===== src/rtl/wb_master_pkg.sv =====
// ---------------------------------------------------------------------------
// wb_master_pkg
// Shared definitions for the Wishbone burst master: the controller state
// enum, Wishbone cycle-type (CTI) codes and the ack-timeout limit used when
// the block is built with WB_MASTER_TIMEOUT_EN.
// ---------------------------------------------------------------------------
package wb_master_pkg;

  typedef enum logic [1:0] {
    ST_IDLE  = 2'd0,
    ST_BURST = 2'd1,
    ST_DONE  = 2'd2
  } state_t;

  localparam logic [2:0] CTI_CLASSIC = 3'b000;
  localparam logic [2:0] CTI_INCR    = 3'b010;
  localparam logic [2:0] CTI_EOB     = 3'b111;

  localparam int                 TIMER_W       = 10;
  localparam logic [TIMER_W-1:0] TIMEOUT_LIMIT = 10'd1023;

endpackage


===== src/rtl/wb_ack_timer.sv =====
// ---------------------------------------------------------------------------
// wb_ack_timer
// Counts consecutive burst cycles in which the slave has not acknowledged.
// Only instantiated when WB_MASTER_TIMEOUT_EN is defined.
//
// Ports:
//   clk, rst  clock and asynchronous active-high reset
//   run       a burst cycle without ack: count up
//   clear     ack seen or not bursting: restart from zero
//   expired   counter has reached TIMEOUT_LIMIT
// ---------------------------------------------------------------------------
module wb_ack_timer
  import wb_master_pkg::*;
(
  input  logic clk,
  input  logic rst,
  input  logic run,
  input  logic clear,
  output logic expired
);

  logic [TIMER_W-1:0] count_q, count_d;

  assign expired = (count_q == TIMEOUT_LIMIT);

  // Holds at the limit so the abort condition stays visible until cleared.
  always_comb begin
    count_d = count_q;
    if (clear) begin
      count_d = '0;
    end else if (run && !expired) begin
      count_d = count_q + 1'b1;
    end
  end

  always_ff @(posedge clk or posedge rst) begin
    if (rst) begin
      count_q <= '0;
    end else begin
      count_q <= count_d;
    end
  end

endmodule


===== src/rtl/wb_burst_master.sv =====
// ---------------------------------------------------------------------------
// wb_burst_master
// Turns a single command (address, beat count, direction, byte enables) into
// one Wishbone incrementing burst towards the SDRAM controller.
//
// Ports:
//   wb_clk_i, wb_rst_i        clock, asynchronous active-high reset
//   sdr_init_done             commands are only accepted once SDRAM is ready
//   cmd_valid/cmd_ready       command handshake; cmd_we/addr/len/sel payload
//   wr_data/wr_pop            write beat source; pop = beat consumed
//   rd_valid/rd_data          read beat sink, no backpressure
//   busy, err                 burst in progress, timeout abort pulse
//   wb_*_i (out), wb_*_o (in) Wishbone master side
//
// Build option: define WB_MASTER_TIMEOUT_EN to abort bursts whose slave stops
// acknowledging; otherwise the block waits indefinitely and err stays 0.
// ---------------------------------------------------------------------------
module wb_burst_master
  import wb_master_pkg::*;
#(
  parameter int dw        = 32,
  parameter int APP_AW    = 26,
  parameter int MAX_BURST = 16
) (
  input  logic                         wb_clk_i,
  input  logic                         wb_rst_i,
  input  logic                         sdr_init_done,
  input  logic                         cmd_valid,
  output logic                         cmd_ready,
  input  logic                         cmd_we,
  input  logic [APP_AW-1:0]            cmd_addr,
  input  logic [$clog2(MAX_BURST)-1:0] cmd_len,
  input  logic [dw/8-1:0]              cmd_sel,
  input  logic [dw-1:0]                wr_data,
  output logic                         wr_pop,
  output logic                         rd_valid,
  output logic [dw-1:0]                rd_data,
  output logic                         busy,
  output logic                         err,
  output logic                         wb_stb_i,
  output logic                         wb_cyc_i,
  output logic                         wb_we_i,
  output logic [APP_AW-1:0]            wb_addr_i,
  output logic [dw-1:0]                wb_dat_i,
  output logic [dw/8-1:0]              wb_sel_i,
  output logic [2:0]                   wb_cti_i,
  input  logic                         wb_ack_o,
  input  logic [dw-1:0]                wb_dat_o
);

  localparam int LW = $clog2(MAX_BURST);

  state_t            state_q, state_d;
  logic              cyc_q, cyc_d;
  logic              we_q, we_d;
  logic [APP_AW-1:0] addr_q, addr_d;
  logic [dw-1:0]     dat_q, dat_d;
  logic [dw/8-1:0]   sel_q, sel_d;
  logic [2:0]        cti_q, cti_d;
  logic [LW-1:0]     rem_q, rem_d;
  logic              rd_valid_q, rd_valid_d;
  logic [dw-1:0]     rd_data_q, rd_data_d;
  logic              err_q, err_d;

  logic accept;
  logic last_beat;
  logic timeout;

  // Reset gating keeps cmd_ready low while reset is held, even though the
  // state already reads IDLE.
  assign cmd_ready = (state_q == ST_IDLE) && sdr_init_done && !wb_rst_i;
  assign accept    = cmd_valid && cmd_ready;
  assign last_beat = (rem_q == '0);

  // The beat is popped in the same cycle its data is captured into wb_dat_i.
  assign wr_pop = (accept && cmd_we) ||
                  ((state_q == ST_BURST) && we_q && wb_ack_o && !last_beat);

`ifdef WB_MASTER_TIMEOUT_EN
  wb_ack_timer u_ack_timer (
    .clk     (wb_clk_i),
    .rst     (wb_rst_i),
    .run     ((state_q == ST_BURST) && !wb_ack_o),
    .clear   ((state_q != ST_BURST) || wb_ack_o),
    .expired (timeout)
  );
  assign err = err_q;
`else
  assign timeout = 1'b0;
  assign err     = 1'b0;
`endif

  assign busy      = (state_q != ST_IDLE);
  assign wb_cyc_i  = cyc_q;
  assign wb_stb_i  = cyc_q;
  assign wb_we_i   = we_q;
  assign wb_addr_i = addr_q;
  assign wb_dat_i  = dat_q;
  assign wb_sel_i  = sel_q;
  assign wb_cti_i  = cti_q;
  assign rd_valid  = rd_valid_q;
  assign rd_data   = rd_data_q;

  always_comb begin
    state_d    = state_q;
    cyc_d      = cyc_q;
    we_d       = we_q;
    addr_d     = addr_q;
    dat_d      = dat_q;
    sel_d      = sel_q;
    cti_d      = cti_q;
    rem_d      = rem_q;
    rd_data_d  = rd_data_q;
    rd_valid_d = 1'b0;
    err_d      = 1'b0;

    case (state_q)
      ST_IDLE: begin
        if (accept) begin
          state_d = ST_BURST;
          cyc_d   = 1'b1;
          we_d    = cmd_we;
          addr_d  = cmd_addr;
          sel_d   = cmd_sel;
          rem_d   = cmd_len;
          cti_d   = (cmd_len == '0) ? CTI_CLASSIC : CTI_INCR;
          if (cmd_we) begin
            dat_d = wr_data;
          end
        end
      end

      ST_BURST: begin
        if (wb_ack_o) begin
          addr_d = addr_q + APP_AW'(dw / 8);
          if (!we_q) begin
            rd_valid_d = 1'b1;
            rd_data_d  = wb_dat_o;
          end
          if (last_beat) begin
            state_d = ST_DONE;
            cyc_d   = 1'b0;
            cti_d   = CTI_CLASSIC;
          end else begin
            rem_d = rem_q - LW'(1);
            // The beat about to be presented is the last one when only one
            // more remains after this ack.
            cti_d = (rem_q == LW'(1)) ? CTI_EOB : CTI_INCR;
            if (we_q) begin
              dat_d = wr_data;
            end
          end
        end else if (timeout) begin
          state_d = ST_DONE;
          cyc_d   = 1'b0;
          cti_d   = CTI_CLASSIC;
          err_d   = 1'b1;
        end
      end

      ST_DONE: begin
        state_d = ST_IDLE;
      end

      default: begin
        state_d = ST_IDLE;
        cyc_d   = 1'b0;
      end
    endcase
  end

  always_ff @(posedge wb_clk_i or posedge wb_rst_i) begin
    if (wb_rst_i) begin
      state_q    <= ST_IDLE;
      cyc_q      <= 1'b0;
      we_q       <= 1'b0;
      addr_q     <= '0;
      dat_q      <= '0;
      sel_q      <= '0;
      cti_q      <= CTI_CLASSIC;
      rem_q      <= '0;
      rd_valid_q <= 1'b0;
      rd_data_q  <= '0;
      err_q      <= 1'b0;
    end else begin
      state_q    <= state_d;
      cyc_q      <= cyc_d;
      we_q       <= we_d;
      addr_q     <= addr_d;
      dat_q      <= dat_d;
      sel_q      <= sel_d;
      cti_q      <= cti_d;
      rem_q      <= rem_d;
      rd_valid_q <= rd_valid_d;
      rd_data_q  <= rd_data_d;
      err_q      <= err_d;
    end
  end

endmodule


===== config.mk =====
export PLATFORM = sky130hd
export DESIGN_NAME = wb_burst_master
export DESIGN_NICKNAME = d
export VERILOG_FILES = /design/src/rtl/wb_master_pkg.sv /design/src/rtl/wb_ack_timer.sv /design/src/rtl/wb_burst_master.sv
export SDC_FILE = /design/constraint.sdc
export NUM_CORES = 1
export LEC_CHECK = 0
export ABC_CLOCK_PERIOD_IN_PS = 4400
export BUFFER_PORTS_ARGS = -buffer_cell sky130_fd_sc_hd__buf_2
export CORE_ASPECT_RATIO = 0.7
export CORE_MARGIN = 5
export CORE_UTILIZATION = 48
export DETAILED_ROUTE_END_ITERATION = 16
export PLACE_DENSITY = 0.78
export SLEW_MARGIN = 40
export SYNTH_ARGS = -nofsm -noshare
export SYNTH_HDL_FRONTEND = slang
export SYNTH_SLANG_ARGS = --single-unit

===== constraint.sdc =====
create_clock -name wb_clk_i -period 4.4 [get_ports wb_clk_i]
set_input_delay 0.44 -clock wb_clk_i [delete_from_list [all_inputs] [get_ports wb_clk_i]]
set_output_delay 0.44 -clock wb_clk_i [all_outputs]
set_load 0.1 [all_outputs]

### Word-level counts from Yosys, hierarchy flattened

Cells that the tools add are included.

* bitwise gates (word level): 2
* equality and inequality tests: 9
* muxes and demuxes: 30
* reductions and logical operators: 22
* add/sub/neg operators: 2

Operators by type and width (count)
* two-way mux 32 bit: 5
* case mux 32 bit (2 select lines): 1
* two-way mux 26 bit: 2
* case mux 26 bit (2 select lines): 1
* adder 26 x 3 -> 26 bit, second input constant: 1
* two-way mux 3 bit: 4
* two-way mux 4 bit: 3
* != test 2 bit, second input constant: 6
* AND reduction 3 bit: 3
* zero test 4 bit: 2
* two-way mux 2 bit: 4
* case mux 4 bit (2 select lines): 1
* AND reduction 4 bit: 2
* logical AND 1 bit: 7
* two-way mux 1 bit: 6
* case mux 3 bit (2 select lines): 1
* AND reduction 6 bit: 1
* == test 4 x 1 -> 1 bit, second input constant: 1
* case mux 2 bit (2 select lines): 1
* nonzero test 2 bit: 2
* subtractor 4 x 1 -> 4 bit, second input constant: 1
* case mux 1 bit (3 select lines): 1
* == test 2 x 1 -> 1 bit, second input constant: 1
* == test 2 bit, second input constant: 1
* other kinds (5): 7

* output and inout port bits: 105
* input bits: 104
* bits in registers: 106
* logic and storage cells: 75

### Depth between registers and ports, before layout

Gate-level depths: netlist of run 1.

* depth in word-level cells: 6
* mapped depth: 7
* mapped depth without buffers: 6

### Worst setup path before layout of run 1

Ideal clock, no wire load.

* kind: register to register
* from: register state_q[1]
* to: register dat_q[0] (netlist: wb_dat_i[0])
* path slack: 1.192 ns
* data required time: 4.272 ns
* stages on the path, launching flop included: 7
* period minus slack after synthesis: 3.208 ns
* buffers on the path: 2
* setup time: 0.128 ns
* arrival: 3.080 ns
* cells stage by stage: dfrtp_1 -> buf_4 -> nor4b_4 -> a32oi_1 -> a211oi_4 -> buf_6 -> mux2_1

* word-level cells in the longest chain between the ends: 6
* elaborated cells on any way between the ends: 13
* those cells by class: 6 x eq/ne; 1 x mux; 6 x reduce/logical

Ends and longest elaborated chain
* start, declared: line wb_burst_master.sv:53 `state_t state_q, state_d;`
* start signal, assigned: line wb_burst_master.sv:186 `state_q <= state_d;`
* zero test 2 bit: line wb_burst_master.sv:71 `assign cmd_ready = (state_q == ST_IDLE) && sdr_init_done && !wb_rst_i;`
* logical AND 1 bit (2 in series): line wb_burst_master.sv:71
* via cmd_ready: line wb_burst_master.sv:29 `output logic cmd_ready,`
* logical AND 1 bit: line wb_burst_master.sv:72 `assign accept = cmd_valid && cmd_ready;`
* != test 2 bit (no line)
* AND reduction 6 bit (no line)
* end signal, assigned: line wb_burst_master.sv:190 `dat_q <= dat_d;`
* end, declared: line wb_burst_master.sv:57 `logic [dw-1:0] dat_q, dat_d;`

The timed path passes the listed nets, and every way through them passes these cells.
A chain may end at the register's enable or synchronous reset.

### Worst setup path after layout of run 1

* from: register state_q[1]
* to: output port wr_pop

* word-level cells in the longest chain between the ends: 6
* elaborated cells on any way between the ends: 10
* those cells by class: 1 x eq/ne; 9 x reduce/logical

Ends and longest elaborated chain
* zero test 2 bit: line wb_burst_master.sv:71
* logical AND 1 bit (2 in series): line wb_burst_master.sv:71
* logical AND 1 bit: line wb_burst_master.sv:72
* logical AND 1 bit: line wb_burst_master.sv:76 `assign wr_pop = (accept && cmd_we) ||`
* logical OR 1 bit *: line wb_burst_master.sv:76
* end, declared: line wb_burst_master.sv:35 `output logic wr_pop,`

Mark *: on every way between the ends. The rest lies on a longest branch, timed or not.

==> results of run 1 <==
-- metrics by stage --
stage | hold WS, ns | util [%]
2_1_floorplan | 0.473 | -
3_3_place_gp | 0.459 | 60.7
3_5_place_dp | 0.473 | 60.7
4_1_cts | 0.289 | 63.7
5_1_grt | 0.235 | 63.7
6_report | 0.195 | 63.7
-- final cells by class --
cell class,instances,share of cell area (%)
clock buffers,11,3.73
clock inverters,5,1.00
inverters,7,0.501
multi-input cells,266,32.7
flip-flops and latches,105,42.1
well taps,128,2.56
repair buffers,214,17.4
-- layout by cell type, fill, tap and decap left out, types with 3 or more instances in the layout --
master and n:
a211oi_1 5, a21oi_1 22, a2bb2oi_1 5, and3_1 4
and4_1 5, buf_2 207, buf_4 7, clkbuf_16 9
dfrtp_1 105, ha_1 4, inv_1 6, inv_6 3
mux2_1 29, mux2_2 42, nand2_1 23, nand3_1 13
nand4_1 10, nor2_1 19, nor3_1 3, nor4_1 4
o21ai_0 15, o22ai_1 5, o31ai_1 3, o32ai_1 9
or3_1 5
-- per-layer routing --
layer / track usage (%) / wire length (um) / vias up
li1: - / - / 1909
met1: 29.4 / 5510 / 2031
met2: 32.8 / 6170 / 224
met3: 7.39 / 1500 / 27
met4: 6.92 / 277 / 0
met5: 0 / 0 / -
-- cells by family after synthesis --
| group | after synthesis |
|---|---|
| flops | 105 |
| fa+ha+maj | 4 |
| simple gates | 105 |
| mux | 72 |
| buf+inv | 36 |
| other cells | 1 |
| compound gates | 84 |
-- worst register-to-register path, stage by stage, from the launching register on --
cell	delay, ns
dfrtp_1	0.41
buf_4	0.27
nand4bb_1	0.27
a21o_1	0.43
nor3_4	0.23
buf_4	0.39
mux2_2	0.40
-- final timing paths --
path | slack (ns) | endpoint | cells after the start | startpoint
worst max-delay path | 1.34 | wr_pop | 5 | state_q[1]
worst min-delay path | 0.19 | state_q[0] | 2 | wb_rst_i
worst max register to register | 1.86 | rd_data[24] | 6 | state_q[0]
worst min register to register | 0.48 | wb_dat_i[14] | 1 | wb_dat_i[14]
max in group asynchronous | 3.24 | wb_cti_i[0] | 3 | wb_rst_i
min in group wb_clk_i | 0.32 | wb_dat_i[14] | 2 | wr_data[14]
-- flip-flops by register name (all words and copies together) (netlist names) --
register / cells
rem_q: 4
wb_cti_i: 2
rd_data: 32
wb_we_i: 1
wb_addr_i: 26
wb_sel_i: 4
state_q: 2
rd_valid: 1
wb_dat_i: 32
wb_cyc_i: 1
==> results.md, run 1 <==
Synth:
- After synthesis, the share of flip-flops with an asynchronous set or reset is 100%.
- The number of nets handed over by synthesis was slightly above 500.
- The synthesized netlist devotes between 10 and 15% of its cell area to simple gates.
- The portion of the post-synthesis area used by sequential elements is about 54%.
- The number of unique standard cell types used by synthesis is 53.
- The fraction of synthesized cell area taken by the top area cell type is 54.2%.
- In the post-synthesis netlist, the biggest area contributors are dfrtp_1 (54%), mux2_2 (9.8%), mux2_1 (6.7%), a21oi_1 (2.4%), nand2_1 (1.8%).
- The cell with the most instances after synthesis is dfrtp_1.
- The flop and latch count out of synthesis is approximately 110.
- The xor and xnor area share after synthesis is 0%.
- After technology mapping, the gate count stands at between 400 and 500.
- The warning count from the yosys run is 0.
- The synthesized design spends more area on one cell type than any other, namely dfrtp_1.
- In the synthesized netlist, the cells that appear most often are dfrtp_1 (105), mux2_2 (42), mux2_1 (29).
- The mean cell area of the mapped netlist is 11.9 um2.
- The mux share of post-synthesis cell area is 16.7%.
- The count of flip-flops with a built-in enable after synthesis is 0.
- The most used flip-flop cell after synthesis is dfrtp_1.
- By area, the combinational part of the netlist is dominated by multiplexers.
- The area of the mapped netlist is 0.00485 mm2.
- Of the total synthesized cell area, the portion taken by full adders, half adders and majority gates is 1.03%.
- The compound-cell area share of the yosys netlist is a little under an eighth.

STA:
- The worst slew margin relative to its limit is between 50% and 60%.
- The final number of setup-violating endpoints is 0.
- The post-route fraction of the period consumed by the critical path is 69.5%.
- Across the routed clock network, the largest skew measured is roughly 0.010 ns.
- Setup repair after global routing left no endpoint under its margin.
- The count of pins over their slew limit is 0.
- The transition time of the tightest slew-check pin is 0.667 ns.
- Setup slack closes at about 1.3 ns.
- The final hold violation count is 0.
- The worst path in the final design needs a cycle of between 3 and 4 ns, including I/O delays and setup.
- The aggregate negative setup slack is 0 ns.
- The highest achievable clock rate is 327 MHz.

Detailed routing:
- The detail route stage leaves a number of antenna-violating nets equal to 0.
- The first detailed-routing pass took 5 iterations.
- The total number of vias is between 4000 and 5000.
- The number of vias per cell after detailed routing is about 5.7.
- The number of DRC violations after detailed-routing iteration 0 is 331.
- The detail-routed net length per standard cell is between 15 and 20 um.
- The number of design rule violations left after detail routing is 0.
- The detailed-route wire length is about 13 mm.

Floorplanning:
- In this run the vertical extent of the chip is 94.1 um.
- The area of the die is around 0.012 mm2.
- The count of boundary I/O pins is approximately 210.
- The initial cell density of the core is between 40% and 50%.
- The row count is 30.
- In this run the standard cell core region covers a little under 0.01 mm2.
- The floorplan die width is ~130 um.

Setup path:
- Data on the critical path arrives at its endpoint at about 2.6 ns.
- The critical path is of the reg2out type.
- The delay of the slowest cell on the worst path is 0.52 ns.
- STA classifies the critical path endpoint as an output pin.
- The count of buffer and inverter cells on the critical path is 2.
- The worst setup path is launched from a flop.
- The signal on the critical path passes through nor4b_4 -> a32oi_1 -> a211oi_4 -> buf_4 -> buf_2.
- The cell class contributing the biggest share of worst-path delay is buffers and inverters.
- Of all nets on the critical path, the largest fanout is 33.
- The critical path's slowest cell is dfrtp_1.
- The data required time of the worst path is 3.96 ns.

Min path:
- In this run the worst hold path is classified as in2async.

Layout:
- Registers take ~0.0026 mm2.
- In the final layout, the share of cells above drive strength 1 is 46.1%.
- The antenna cell count is 0.
- Summing all multi-input logic gate instances after layout gives ~0.002 mm2.
- The cell area after layout is 0.00624 mm2.
- The finished layout holds ~740 standard cells, fillers aside.
- The relative area change from synthesis to final layout is 28.8%.
- The number of nets at the end of the flow is ~710.
- The number of fill cells in the layout is between 800 and 900.

Clock tree:
- The clock insertion delay at the later pin of the skew report is 0.34 ns.
- Post-CTS timing repair inserted 0 buffers for setup.
- The library cell used as clock root buffer is clkbuf_16.
- TritonCTS built the clock tree.
- The deepest clock path buffer count is 2.
- Clock tree synthesis found a total of between 100 and 150 sinks.
- The clock transition at the register clock pins on the worst setup and hold paths after CTS is approximately 0.070 ns.
- The number of buffers inserted during clock tree synthesis is 9.
- The count of cells resized by post-cts repair is 0.
- The H-tree was split into 3 levels.
- The number of hold buffers added after CTS was 0.

Global routing:
- The initial antenna violation count is 0.
- The aggregate global-route resource usage is 21.7%.
- Entering global routing, the biggest net connects 63 pins.
- The first global-routing pass estimated ~21 mm of wire.
- The via count of the first global-routing pass came to between 4000 and 5000.
- For this run the aggregate overflow at the end of global routing stands at 0.

Place:
- In this run the cell area measured after placement is about 0.006 mm2.
- The wire-length estimate of the detail-placed layout is slightly above 10 mm.
- At the placement stage, the worst setup path has a slack of roughly 1.7 ns.
- The congestion estimate from routability-driven global placement came to between 0.9 and 1.
- Buffers placed on the I/O ports in this run total roughly 210.
- Once placement completed, the tool counted placed cells totaling 720.

Flow run:
- The number of maximum-capacitance constraint violations is 0.

Status:
- The flow ran to the end, and the final reports show no timing, DRC or antenna violations.
Power of run 1 is left out: the tool's default activity adds up to more than one toggle a clock period on the data nets, which glitch-free logic cannot reach.
==> run 2: changes to the inputs <==
- ABC_CLOCK_PERIOD_IN_PS: 4400 -> 3200
- clock period: 4.4 -> 3.2 ns (I/O delays scaled with it)
==> results.md, run 2 (synthesized netlist as in run 1, its figures left out) <==
Setup path:
- The delay of the slowest cell on the worst path is between 0.5 and 0.6 ns.
- For the worst setup path, the data arrival time is approximately 2.4 ns.
- STA classifies the critical path startpoint as a flop.
- STA classifies the critical path endpoint as an output pin.
- For this design, the slowest cell found on the critical path is dfrtp_1.
- The data required time of the worst path is around 2.9 ns.
- Counting both buffers and inverters, the worst setup path holds a total of 2.
- The startpoint-to-endpoint class of the critical path is reg2out.
- Grouping stages by cell kind, the critical path spends the most delay in buffers and inverters.
- Walking the worst path, the cells encountered are nor4b_4 -> a32oi_1 -> a211oi_4 -> buf_4 -> buf_12.
- The largest fanout on the critical path is 33.

Min path:
- The class of the most critical hold timing path is in2async.

Clock tree:
- The clock tree from TritonCTS is built.
- The deepest clock path buffer count is 2.
- In this run, post-CTS hold repair placed 0 buffers.
- The number of buffers inserted during clock tree synthesis is 9.
- Counting every sink on the clock net gives roughly 110.
- Buffers added to address setup during post-CTS repair amount to 0.
- After clock tree synthesis, the clock-pin slew on the worst setup and hold paths is about 0.08 ns.
- The number of gates resized after CTS was 0.
- The number of H-tree levels is 3.
- The clock insertion delay at the later pin of the skew report is between 0.3 and 0.4 ns.
- The library cell used as clock root buffer is clkbuf_16.

Floorplanning:
- The die is 130 um wide.
- Once the floorplan was initialized, standard cells occupied 49.5% of the core.
- The area of the core is slightly below 0.01 mm2.
- The die covers between 0.01 and 0.015 mm2.
- For this design the top-level I/O count stands at about 210.
- The row count is 30.
- The die extent in y is between 90 and 100 um.

Detailed routing:
- The number of design rule violations left after detail routing is 0.
- The number of DRC violations after detailed-routing iteration 0 is approximately 290.
- The detailed-route wire length is about 13 mm.
- The first TritonRoute pass finished after 5 iterations.
- The remaining antenna violation count after routing is 0.
- Dividing the detail-routed wire length by the instance count gives roughly 18 um.
- The number of vias per cell after detailed routing is around 5.5.
- For this block, the via count after detailed routing is between 4000 and 5000.

STA:
- The least setup slack across all paths after layout is approximately 0.50 ns.
- Setup repair after global routing left no endpoint under its margin.
- The highest achievable clock rate is between 300 and 400 MHz.
- The final critical-path required period is 2.70 ns.
- Setup violations remaining at the end of the flow were counted as 0.
- The aggregate negative setup slack is 0 ns.
- The worst pin sits at a relative slew slack of a little under three fifths.
- For the pin with the worst max-slew slack, the measured transition is 0.644 ns.
- The post-route fraction of the period consumed by the critical path is a little over four fifths.
- The final clock skew is 0.0108 ns.
- The count of pins over their slew limit is 0.
- The final hold violation count is 0.

Place:
- The post-place setup slack is roughly 0.90 ns.
- The number of placed cells counting well taps is 723.
- The number of buffers inserted by port buffering is slightly above 200.
- The final weighted congestion of routability-driven global placement is 0.933.
- The standard cell area after detailed placement is 0.00599 mm2.
- After legalization and detailed placement, the total HPWL measured 9.79 mm.

Flow run:
- The number of maximum-capacitance constraint violations is 0.

Layout:
- In the final layout, the share of cells above drive strength 1 is about 47%.
- The antenna cell count is 0.
- The number of cells in the finished layout apart from fillers is 739.
- In the layout the commonest cells are buf_2 (206), dfrtp_1 (105), mux2_2 (42).
- The number of nets at the end of the flow is between 700 and 800.
- The commonest non-fill, non-tap cell in the layout is buf_2.
- The cell area after layout is approximately 0.0063 mm2.
- Relative to the synthesized area, the layout overhead comes to 30.0%.

Global routing:
- The via count of the first global-routing pass is between 4000 and 5000.
- The initial antenna violation count was 0.
- The global-route wire length before repair is ~21 mm.
- In the global route stage, overall resource usage came out at a little over a fifth.
- Entering global routing, the biggest net connects 74 pins.
- Global routing finished with a remaining overflow of 0.

Status:
- The flow ran to the end, and the final reports show no timing, DRC or antenna violations.
==> run 2: path summary, 6_finish.rpt <==
path | from | end | slack [ns] | cells after the start
setup / recovery | state_q[1] | wr_pop | 0.50 | 5
hold / removal | wb_rst_i | wb_addr_i[10] | 0.11 | 2
min in group wb_clk_i | wr_data[3] | wb_dat_i[3] | 0.19 | 2
hold reg to reg | wb_dat_i[23] | wb_dat_i[23] | 0.48 | 1
max in group asynchronous | wb_rst_i | wb_cti_i[0] | 2.38 | 3
setup reg to reg | state_q[1] | wb_dat_i[7] | 0.88 | 5
==> run 2: metal layers <==
metal	track usage (%)	vias up	wire, um
met4	6.92	0	256
met3	5.80	21	1330
met5	0	-	0
met2	33.5	212	6010
met1	28.7	1925	5470
li1	-	1913	-
==> run 2: layout make-up <==
cell class | instances | area [um2]
fillers | 819 | 3490
flip-flops and latches | 105 | 2630
multi-input cells | 266 | 2050
repair buffers | 217 | 1130
clock buffers | 9 | 225
well taps | 128 | 160
clock inverters | 7 | 85.1
inverters | 7 | 31.3
==> run 2: per-stage QoR <==
| stage | hold WS (ns) | util [%] |
|---|---|---|
| floorplan | 0.455 | - |
| global placement | 0.463 | 61.1 |
| detailed placement | 0.471 | 61.1 |
| CTS | 0.146 | 64.3 |
| global route | 0.164 | 64.4 |
| finish | 0.107 | 64.4 |
Power of run 2 is left out for the same reason.
